`src/rtl/fetch_stage.sv`:
```
// ---------------------------------------------------------------------------
// fetch_stage
//
// Instruction-fetch stage and IF/ID pipeline register of the pipelined ARM
// core. Holds the fetch PC, selects the next PC (sequential, execute-stage
// branch target or writeback PC write), presents the fetch address to
// instruction memory and captures the returned word into the decode register.
//
// Ports:
//   clk           clock, all state updates on the rising edge
//   reset         asynchronous reset, active-low (0 = reset asserted)
//   StallF        hold PCF (from hazard unit)
//   StallD        hold the IF/ID register
//   FlashD        flush the IF/ID register to a bubble
//   BranchTakenE  execute-stage branch taken, redirect fetch to ALUResultE
//   PCSrcW        writeback writes PC, redirect fetch to ResultW
//   ALUResultE    branch target from execute
//   ResultW       PC value from writeback
//   imem_addr     fetch address to instruction memory (= PCF)
//   imem_req      fetch request, high whenever reset is deasserted
//   imem_rdy      imem_rdata is valid this cycle for imem_addr
//   imem_rdata    instruction word returned by instruction memory
//   PCF           current fetch PC
//   InstrD        instruction presented to decode
//   PCPlus8D      architectural PC read value for InstrD (its fetch PC + 8)
//   ValidD        InstrD is a real instruction (0 for bubbles)
// ---------------------------------------------------------------------------
module fetch_stage #(
  parameter logic [31:0] RESET_PC  = 32'h0000_0000,
  parameter logic [31:0] NOP_INSTR = 32'hE1A0_0000  // MOV R0,R0
) (
  input  logic        clk,
  input  logic        reset,
  input  logic        StallF,
  input  logic        StallD,
  input  logic        FlashD,
  input  logic        BranchTakenE,
  input  logic        PCSrcW,
  input  logic [31:0] ALUResultE,
  input  logic [31:0] ResultW,
  output logic [31:0] imem_addr,
  output logic        imem_req,
  input  logic        imem_rdy,
  input  logic [31:0] imem_rdata,
  output logic [31:0] PCF,
  output logic [31:0] InstrD,
  output logic [31:0] PCPlus8D,
  output logic        ValidD
);

  // -------------------------------------------------------------------------
  // Fetch PC
  // -------------------------------------------------------------------------
  logic [31:0] pc_q;
  logic [31:0] pc_d;
  logic [31:0] pc_plus4;
  logic [31:0] pc_plus8;
  logic        redirect;
  logic        pc_en;
  logic        fetch_ok;

  assign pc_plus4 = pc_q + 32'd4;
  assign pc_plus8 = pc_q + 32'd8;
  assign redirect = PCSrcW | BranchTakenE;

  // A redirect always loads, even while fetch is stalled or memory is not
  // ready: the wrong-path word in flight is simply never captured.
  assign pc_en = redirect | (imem_rdy & ~StallF);

  // Word captured this cycle only if memory delivered it, fetch is not held
  // and the fetch address is not being discarded by a redirect.
  assign fetch_ok = imem_rdy & ~StallF & ~BranchTakenE & ~PCSrcW;

  always_comb begin
    pc_d = pc_q;
    if (PCSrcW) begin
      pc_d = ResultW;
    end else if (BranchTakenE) begin
      pc_d = ALUResultE;
    end else if (pc_en) begin
      pc_d = pc_plus4;
    end
  end

  always_ff @(posedge clk or negedge reset) begin
    if (!reset) begin
      pc_q <= RESET_PC;
    end else if (pc_en) begin
      pc_q <= pc_d;
    end
  end

  // -------------------------------------------------------------------------
  // IF/ID register
  // -------------------------------------------------------------------------
  logic [31:0] instr_q;
  logic [31:0] instr_d;
  logic [31:0] pc8_q;
  logic [31:0] pc8_d;
  logic        valid_q;
  logic        valid_d;

  // Flush beats stall; a stall holds; otherwise a bubble is loaded whenever
  // no word was fetched, so a held PC is never issued twice.
  always_comb begin
    instr_d = instr_q;
    pc8_d   = pc8_q;
    valid_d = valid_q;
    if (FlashD) begin
      instr_d = NOP_INSTR;
      pc8_d   = 32'd0;
      valid_d = 1'b0;
    end else if (!StallD) begin
      if (fetch_ok) begin
        instr_d = imem_rdata;
        pc8_d   = pc_plus8;
        valid_d = 1'b1;
      end else begin
        instr_d = NOP_INSTR;
        pc8_d   = 32'd0;
        valid_d = 1'b0;
      end
    end
  end

  always_ff @(posedge clk or negedge reset) begin
    if (!reset) begin
      instr_q <= NOP_INSTR;
      pc8_q   <= 32'd0;
      valid_q <= 1'b0;
    end else begin
      instr_q <= instr_d;
      pc8_q   <= pc8_d;
      valid_q <= valid_d;
    end
  end

  // -------------------------------------------------------------------------
  // Outputs
  // -------------------------------------------------------------------------
  assign imem_req  = reset;
  assign imem_addr = pc_q;
  assign PCF       = pc_q;
  assign InstrD    = instr_q;
  assign PCPlus8D  = pc8_q;
  assign ValidD    = valid_q;

endmodule
```
`config.mk`:
```
export PLATFORM = sky130hd
export DESIGN_NAME = fetch_stage
export DESIGN_NICKNAME = d
export VERILOG_FILES = /design/src/rtl/fetch_stage.sv
export SDC_FILE = /design/constraint.sdc
export NUM_CORES = 1
export LEC_CHECK = 0
export ABC_AREA = 0
export ABC_CLOCK_PERIOD_IN_PS = 6000
export CAP_MARGIN = 20
export CORE_ASPECT_RATIO = 2
export CORE_MARGIN = 3
export CORE_UTILIZATION = 46
export CTS_CLUSTER_SIZE = 12
export DETAILED_ROUTE_END_ITERATION = 6
export GPL_TIMING_DRIVEN = 1
export PLACE_DENSITY = 0.95
export RECOVER_POWER = 100
export SLEW_MARGIN = 20
export SYNTH_ARGS = -nofsm -noshare
export SYNTH_HDL_FRONTEND = slang
export SYNTH_SLANG_ARGS = --single-unit
```
`constraint.sdc`:
```
create_clock -name clk -period 6 [get_ports clk]
set_input_delay 1.5 -clock clk [delete_from_list [all_inputs] [get_ports clk]]
set_output_delay 1.5 -clock clk [all_outputs]
set_load 0.05 [all_outputs]
```
==> results.md, run 1 <==
* Syn_area_per_cell at 9.65 µm²
* Pleak at 3.34 nW
* Maximum level of the CTS H-tree at 3
* Combinational family with the most area after synthesis: simple AND/OR/NAND/NOR gates
* Finished Layout Cells at 884
* First-pass GRT wire length at 28200 µm
* Crit path DAT at 5.03 ns
* CTS Buffer Depth at 2
* Status: finished with violations
* Drt drc at 0
* Initial DRC Count at 406
* Avg WL per Cell at 20.7 µm
* RSZ-0062 raised after global routing: no
* # clock sinks at 97
* FP Rows at 55
* Seq/Total Area, Yosys at 0.451
* Post-Synth XOR/XNOR Area at 0.0697
* Initial Util at 0.473
* Worst reg-to-reg setup slack at 3.38 ns
* Final HPWL DP at 13800 µm
* Antenna violations before repair at 1
* Violated checks: max-capacitance violations, max-slew violations
* Crit-path max FO at 29
* Setup TNS at 0 ns
* Data required, critical path at 6.27 ns
* Post-CTS Hold Fix Bufs at 0
* Skew final at 0.00762 ns
* Overall die width at 82.6 µm
* Synth area leader: dfrtp_1
* #FFs+latches synth at 97
* Power Dens Cells at 243 nW/µm²
* Antenna viol nets, final at 0
* Final nets at 842
* Ys flop type: dfrtp_1
* Simple-gate portion of the synthesized area at 0.187
* Fmax at 210 MHz
* Die ar. at 13200 µm²
* Area growth syn-to-layout at 44.6%
* Max VDD drop at 158 µV
* Synth warn at 0
* Hold crit path type: flip-flop to flip-flop
* Number of flops mapped to enable cells by yosys at 0
* Yosys top cell area share at 0.421
* Slew HR at -0.373
* Post-synthesis cell count at 560
* Pin count of the biggest net entering global routing at 62
* Area contributors post-synth: dfrtp_1 (42%), nand2_1 (5.3%), a22o_1 (5.0%), buf_4 (4.9%), o21ai_0 (4.5%)
* CTS buffer count at 9
* # setup viols final at 0
* Slew at the pin with the worst max-slew slack at 2.06 ns
* Post-cts sizing count at 0
* Synth cell types at 59
* Kind of critical path: input pin to flip-flop
* Crit share post-route at 0.793
* Grt ovf at 0
* GPL Wtd Cong at 0.921
* Post-CTS Setup Repair Bufs at 0
* Ys async rst share at 1.00
* Clk pin slew, worst setup/hold paths at 0.07 ns
* Mux share of post-synthesis cell area at 0.0185
* Num ports at 234
* Min Tclk post-route at 4.76 ns
* Total Power at 1.90 mW
* Synthesized net count at 666
* Placed insts at 866
* Die height at 159 µm
* Crit path capture type: flip-flop
* Filler cells at 842
* Final WL at 18300 µm
* TritonCTS clock tree: yes
* Root buffer cell: clkbuf_16
* CORE AREA at 11400 µm²
* Layout cell share with drive strength beyond 1 at 0.0499
* Pre-antenna DRT Iters at 7
* All-Layer GR Usage at 0.280
* Routed vias/inst at 5.95
* # port buffers at 233
* Maximum capacitance violations at 1
* FF-to-FF End: PCF[17]$_DFFE_PN0P_
* Setup crit end: PCF[22]$_DFFE_PN0P_
* CP Launch Type: input pin
* Max-slew violation count at 38
* Reg2reg start: PCF[3]$_DFFE_PN0P_
* Syn Std Cell Area at 5400 µm²
* Compound-Gate Fraction of Synth Area at 0.179
* Final Hold Viols at 0
* Worst setup startpoint: BranchTakenE
* Register-to-Register Path Depth at 6
* Synth Area in Adders at 0.00463
* Vias in the first global route at 5413
* Clock latency on the worst-skew pair at 0.35 ns
* Vias at 5263
## stage by stage
| step | area (µm²) | hold WS, ns | setup WS (ns) | utilization |
|---|---|---|---|---|
| finish | 7810 | 0.473 | 1.24 | 0.684 |
| global placement | 7470 | 0.464 | 1.98 | 0.654 |
| global route | 7810 | 0.505 | 1.13 | 0.684 |
| floorplan | 5400 | 0.673 | 2.83 | - |
| detailed placement | 7500 | 0.470 | 1.94 | 0.656 |
| CTS | 7820 | 0.487 | 2.00 | 0.685 |
## how the worst min path moves through the flow
stage / start / end / slack [ns] / cells after the start
CTS: PCPlus8D[8]$_DFFE_PN0P_ / PCPlus8D[8]$_DFFE_PN0P_ / 0.49 / 2
floorplan: InstrD[21]$_DFFE_PN1P_ / InstrD[21]$_DFFE_PN1P_ / 0.67 / 1
detailed placement: ValidD$_DFFE_PN0P_ / ValidD$_DFFE_PN0P_ / 0.47 / 2
global route: PCPlus8D[25]$_DFFE_PN0P_ / PCPlus8D[25]$_DFFE_PN0P_ / 0.50 / 2
global placement: PCPlus8D[11]$_DFFE_PN0P_ / PCPlus8D[11]$_DFFE_PN0P_ / 0.46 / 2
finish: PCPlus8D[8]$_DFFE_PN0P_ / PCPlus8D[8]$_DFFE_PN0P_ / 0.47 / 2
## metal layers
layer  vias up  wire length, µm  GRT usage
li1       2339                -          -
met1      2471             6120      0.307
met2       357             9460      0.478
met3        96             1490     0.0566
met4         0             1210      0.166
met5         -                0          0
## flip-flops by register name (all words and copies together), names as in the netlist
name / flops
InstrD: 32
PCF: 32
PCPlus8D: 32
ValidD: 1
## synthesized netlist by cell type (6+ instances only)
cell type	number
buf_4	35
a22oi_1	9
o22a_1	7
nor4_1	9
nand2_1	77
dfrtp_1	91
a22o_1	31
clkbuf_1	26
mux2i_1	10
xnor2_1	15
nor2_1	24
nand4_1	13
dfstp_2	6
nand3_1	19
o21ai_0	49
a21oi_1	19
xor2_1	28
nor3_1	8
## cell families (layout without fill, tap and decap cells)
| family | count (synthesis) | in the layout |
|---|---|---|
| AOI/OAI and AO/OA | 145 | 145 |
| xor gates and xnor gates | 43 | 43 |
| adders and majority gates | 2 | 2 |
| buffers and inverters | 76 | 257 |
| DFF | 97 | 97 |
| muxes | 10 | 10 |
| other | 0 | 1 |
| and+or+nand+nor | 187 | 187 |
## report_power, final
group | internal, mW | total, mW | switching, mW
clock | 0.361 | 0.616 | 0.255
sequential | 0.682 | 0.757 | 0.0745
combinational | 0.188 | 0.527 | 0.339
## area by class of cell
| cell class | instances | area, µm² | area share |
|---|---|---|---|
| Antenna cell | 1 | 2.50 | 0.000320 |
| Clock buffer | 12 | 267 | 0.0341 |
| Clock inverter | 4 | 56.3 | 0.00721 |
| Inverter | 2 | 7.51 | 0.000961 |
| Multi-Input combinational cell | 387 | 2490 | 0.318 |
| Sequential cell | 97 | 2430 | 0.312 |
| Tap cell | 142 | 178 | 0.0227 |
| Timing Repair Buffer | 239 | 2380 | 0.305 |
## critical path, stage by stage
cell	delay, ns
dlygate4sd3_1	0.52
clkbuf_1	0.97
clkinv_1	0.83
nor2_1	0.77
a22o_1	0.25
a21oi_1	0.05
o2bb2ai_1	0.13
## layout by cell type (no fill, tap or decap), types with 2 or more instances in the layout
cell               n
nor4_1             9
xnor2_1           15
nor2_1            24
inv_6              2
and4_1             2
or3_1              2
a21oi_1           19
dlygate4sd3_1    131
a41oi_1            2
mux2i_1           10
o221ai_1           2
nand2_1           77
nor3_1             8
and3_1             4
o22a_1             7
o21ai_0           54
a22oi_1            9
dfstp_2            6
dfrtp_1           91
clkbuf_1           4
nand3_1           19
a222oi_1           4
clkbuf_16          9
a31oi_1            2
nand4_1           13
nor4b_1            4
nor4_4             5
a22o_1            31
a211oi_1           2
clkbuf_8           3
o22ai_1            5
xor2_1            28
clkdlybuf4s50_1  100
ha_1               2
and2_1             3
nand2b_1           5
No activity file was read; power rests on OpenSTA's default activity.
==> inputs of run 2 (changes only) <==
--- a/config.mk
+++ b/config.mk
@@ -6,15 +6,15 @@
 export NUM_CORES = 1
 export LEC_CHECK = 0
 export ABC_AREA = 0
-export ABC_CLOCK_PERIOD_IN_PS = 6000
+export ABC_CLOCK_PERIOD_IN_PS = 4700
 export CAP_MARGIN = 20
 export CORE_ASPECT_RATIO = 2
 export CORE_MARGIN = 3
-export CORE_UTILIZATION = 46
+export CORE_UTILIZATION = 43
 export CTS_CLUSTER_SIZE = 12
 export DETAILED_ROUTE_END_ITERATION = 6
 export GPL_TIMING_DRIVEN = 1
-export PLACE_DENSITY = 0.95
+export PLACE_DENSITY = 0.91
 export RECOVER_POWER = 100
 export SLEW_MARGIN = 20
 export SYNTH_ARGS = -nofsm -noshare
==> constraint.sdc (replaced) <==
create_clock -name clk -period 4.7 [get_ports clk]
set_input_delay 1.175 -clock clk [delete_from_list [all_inputs] [get_ports clk]]
set_output_delay 1.175 -clock clk [all_outputs]
set_load 0.05 [all_outputs]
==> run 2 against run 1 <==
Effect of this change: the flow still finishes with violations (max-capacitance violations, max-slew violations); clock power rose by 20%; die area rose by 6.6%; highest routed layer unchanged; clock-buffer cell count fell by 2; cell count rose by 0.79%; largest power group unchanged; flip-flop and latch count did not move; global-route usage fell by 2.5 points; design area fell by 0.21%; combinational power rose by 27%; register-to-register slack got worse by 1.3 ns; clock skew barely moved.
==> results.md, run 2 (synthesis gave the netlist of run 1 again) <==
* Final HPWL DP at 13900 µm
* RSZ-0062 raised after global routing: no
* Finished Layout Cells at 891
* TritonCTS clock tree: yes
* Layout cell share with drive strength beyond 1 at 0.0538
* Min Tclk post-route at 3.55 ns
* Initial Util at 0.443
* # port buffers at 233
* Slew at the pin with the worst max-slew slack at 2.55 ns
* Clk pin slew, worst setup/hold paths at 0.07 ns
* Final WL at 18300 µm
* Crit-path max FO at 52
* Commonest cells after routing, fill and taps aside: dlygate4sd3_1 (131), clkdlybuf4s50_1 (100), dfrtp_1 (91)
* Skew final at 0.00801 ns
* Max-slew violation count at 47
* Final Hold Viols at 0
* Final Util at 0.639
* Maximum level of the CTS H-tree at 3
* Avg WL per Cell at 20.5 µm
* Maximum capacitance violations at 1
* Initial DRC Count at 337
* CTS buffer count at 9
* Pleak at 3.32 nW
* Crit share post-route at 0.756
* Final instance area at 7790 µm²
* Hold crit path type: flip-flop to flip-flop
* All-Layer GR Usage at 0.255
* Grt ovf at 0
* Crit path DAT at 3.96 ns
* Data required, critical path at 5.11 ns
* Vias at 5126
* Final worst setup slack at 1.15 ns
* CP Launch Type: input pin
* Post-cts sizing count at 0
* Placed insts at 874
* Most common cell after layout, fill and taps aside: dlygate4sd3_1
* Antenna viol nets, final at 0
* Kind of critical path: input pin to asynchronous set/reset pin
* CTS Buffer Depth at 2
* Pin count of the biggest net entering global routing at 53
* Root buffer cell: clkbuf_16
* Die height at 165 µm
* Routed vias/inst at 5.75
* Power Dens Cells at 304 nW/µm²
* Num ports at 234
* Clock latency on the worst-skew pair at 0.35 ns
* Post-DP Area at 7510 µm²
* Slew HR at -0.701
* Die ar. at 14000 µm²
* CORE AREA at 12200 µm²
* Crit path capture type: asynchronous set/reset pin
* Max VDD drop at 243 µV
* Filler cells at 1000
* Fmax at 282 MHz
* Vias in the first global route at 5243
* Setup TNS at 0 ns
* Worst hold slack at 0.474 ns
* Area growth syn-to-layout at 44.3%
* Pre-CTS setup slack at 1.02 ns
* First-pass GRT wire length at 28000 µm
* Status: finished with violations
* Total Power at 2.37 mW
* Post-CTS Hold Fix Bufs at 0
* Violated checks: max-capacitance violations, max-slew violations
* Pre-antenna DRT Iters at 6
* Drt drc at 0
* GPL Wtd Cong at 0.925
* Final nets at 844
* # setup viols final at 0
* FP Rows at 57
* # clock sinks at 97
* Overall die width at 85.3 µm
* Antenna violations before repair at 1
* Post-CTS Setup Repair Bufs at 0
==> run 2: changes by cell type in the layout (fill, tap and decap cells not counted), sizes merged <==
cell      previous run  this run
clkinvlp             0         2
inv                  3         5
buf                  4         5
bufinv               1         0
clkbuf              16        15
clkinv               2         1
==> run 2: worst paths after layout <==
check	startpoint	endpoint	slack, ns	cells past startpoint
max	reset	PCF[14]$_DFFE_PN0P_	1.15	3
min reg2reg	PCPlus8D[17]$_DFFE_PN0P_	PCPlus8D[17]$_DFFE_PN0P_	0.47	2
min	PCPlus8D[17]$_DFFE_PN0P_	PCPlus8D[17]$_DFFE_PN0P_	0.47	2
max in group clk	BranchTakenE	PCF[22]$_DFFE_PN0P_	1.25	7
max reg2reg	PCF[2]$_DFFE_PN0P_	PCF[24]$_DFFE_PN0P_	2.06	6
min in group asynchronous	reset	PCPlus8D[11]$_DFFE_PN0P_	1.75	2
==> run 2: layer usage <==
layer / share of wire / GRT usage
met5: 0 / 0
met4: 0.034 / 0.126
met3: 0.061 / 0.0364
met1: 0.35 / 0.290
met2: 0.55 / 0.459
==> run 2: critical path: stages <==
cell and delay, ns:
buf_4 0.10, clkbuf_1 1.81, buf_4 0.80
==> run 2: power breakdown <==
group / leakage, nW / internal, mW / total, mW / switching, mW
logic: 1.92 / 0.239 / 0.668 / 0.429
registers: 1.26 / 0.870 / 0.965 / 0.0944
clock network: 0.141 / 0.387 / 0.738 / 0.351
total: 3.32 / 1.50 / 2.37 / 0.874
==> run 2: cell type report <==
type	count	area, µm²	area share
Timing Repair Buffer	241	2370	0.304
Antenna cell	1	2.50	0.000321
Multi-Input combinational cell	387	2500	0.321
Inverter	2	7.51	0.000963
Tap cell	147	184	0.0236
Clock buffer	10	239	0.0307
Clock inverter	6	57.6	0.00738
Sequential cell	97	2430	0.312
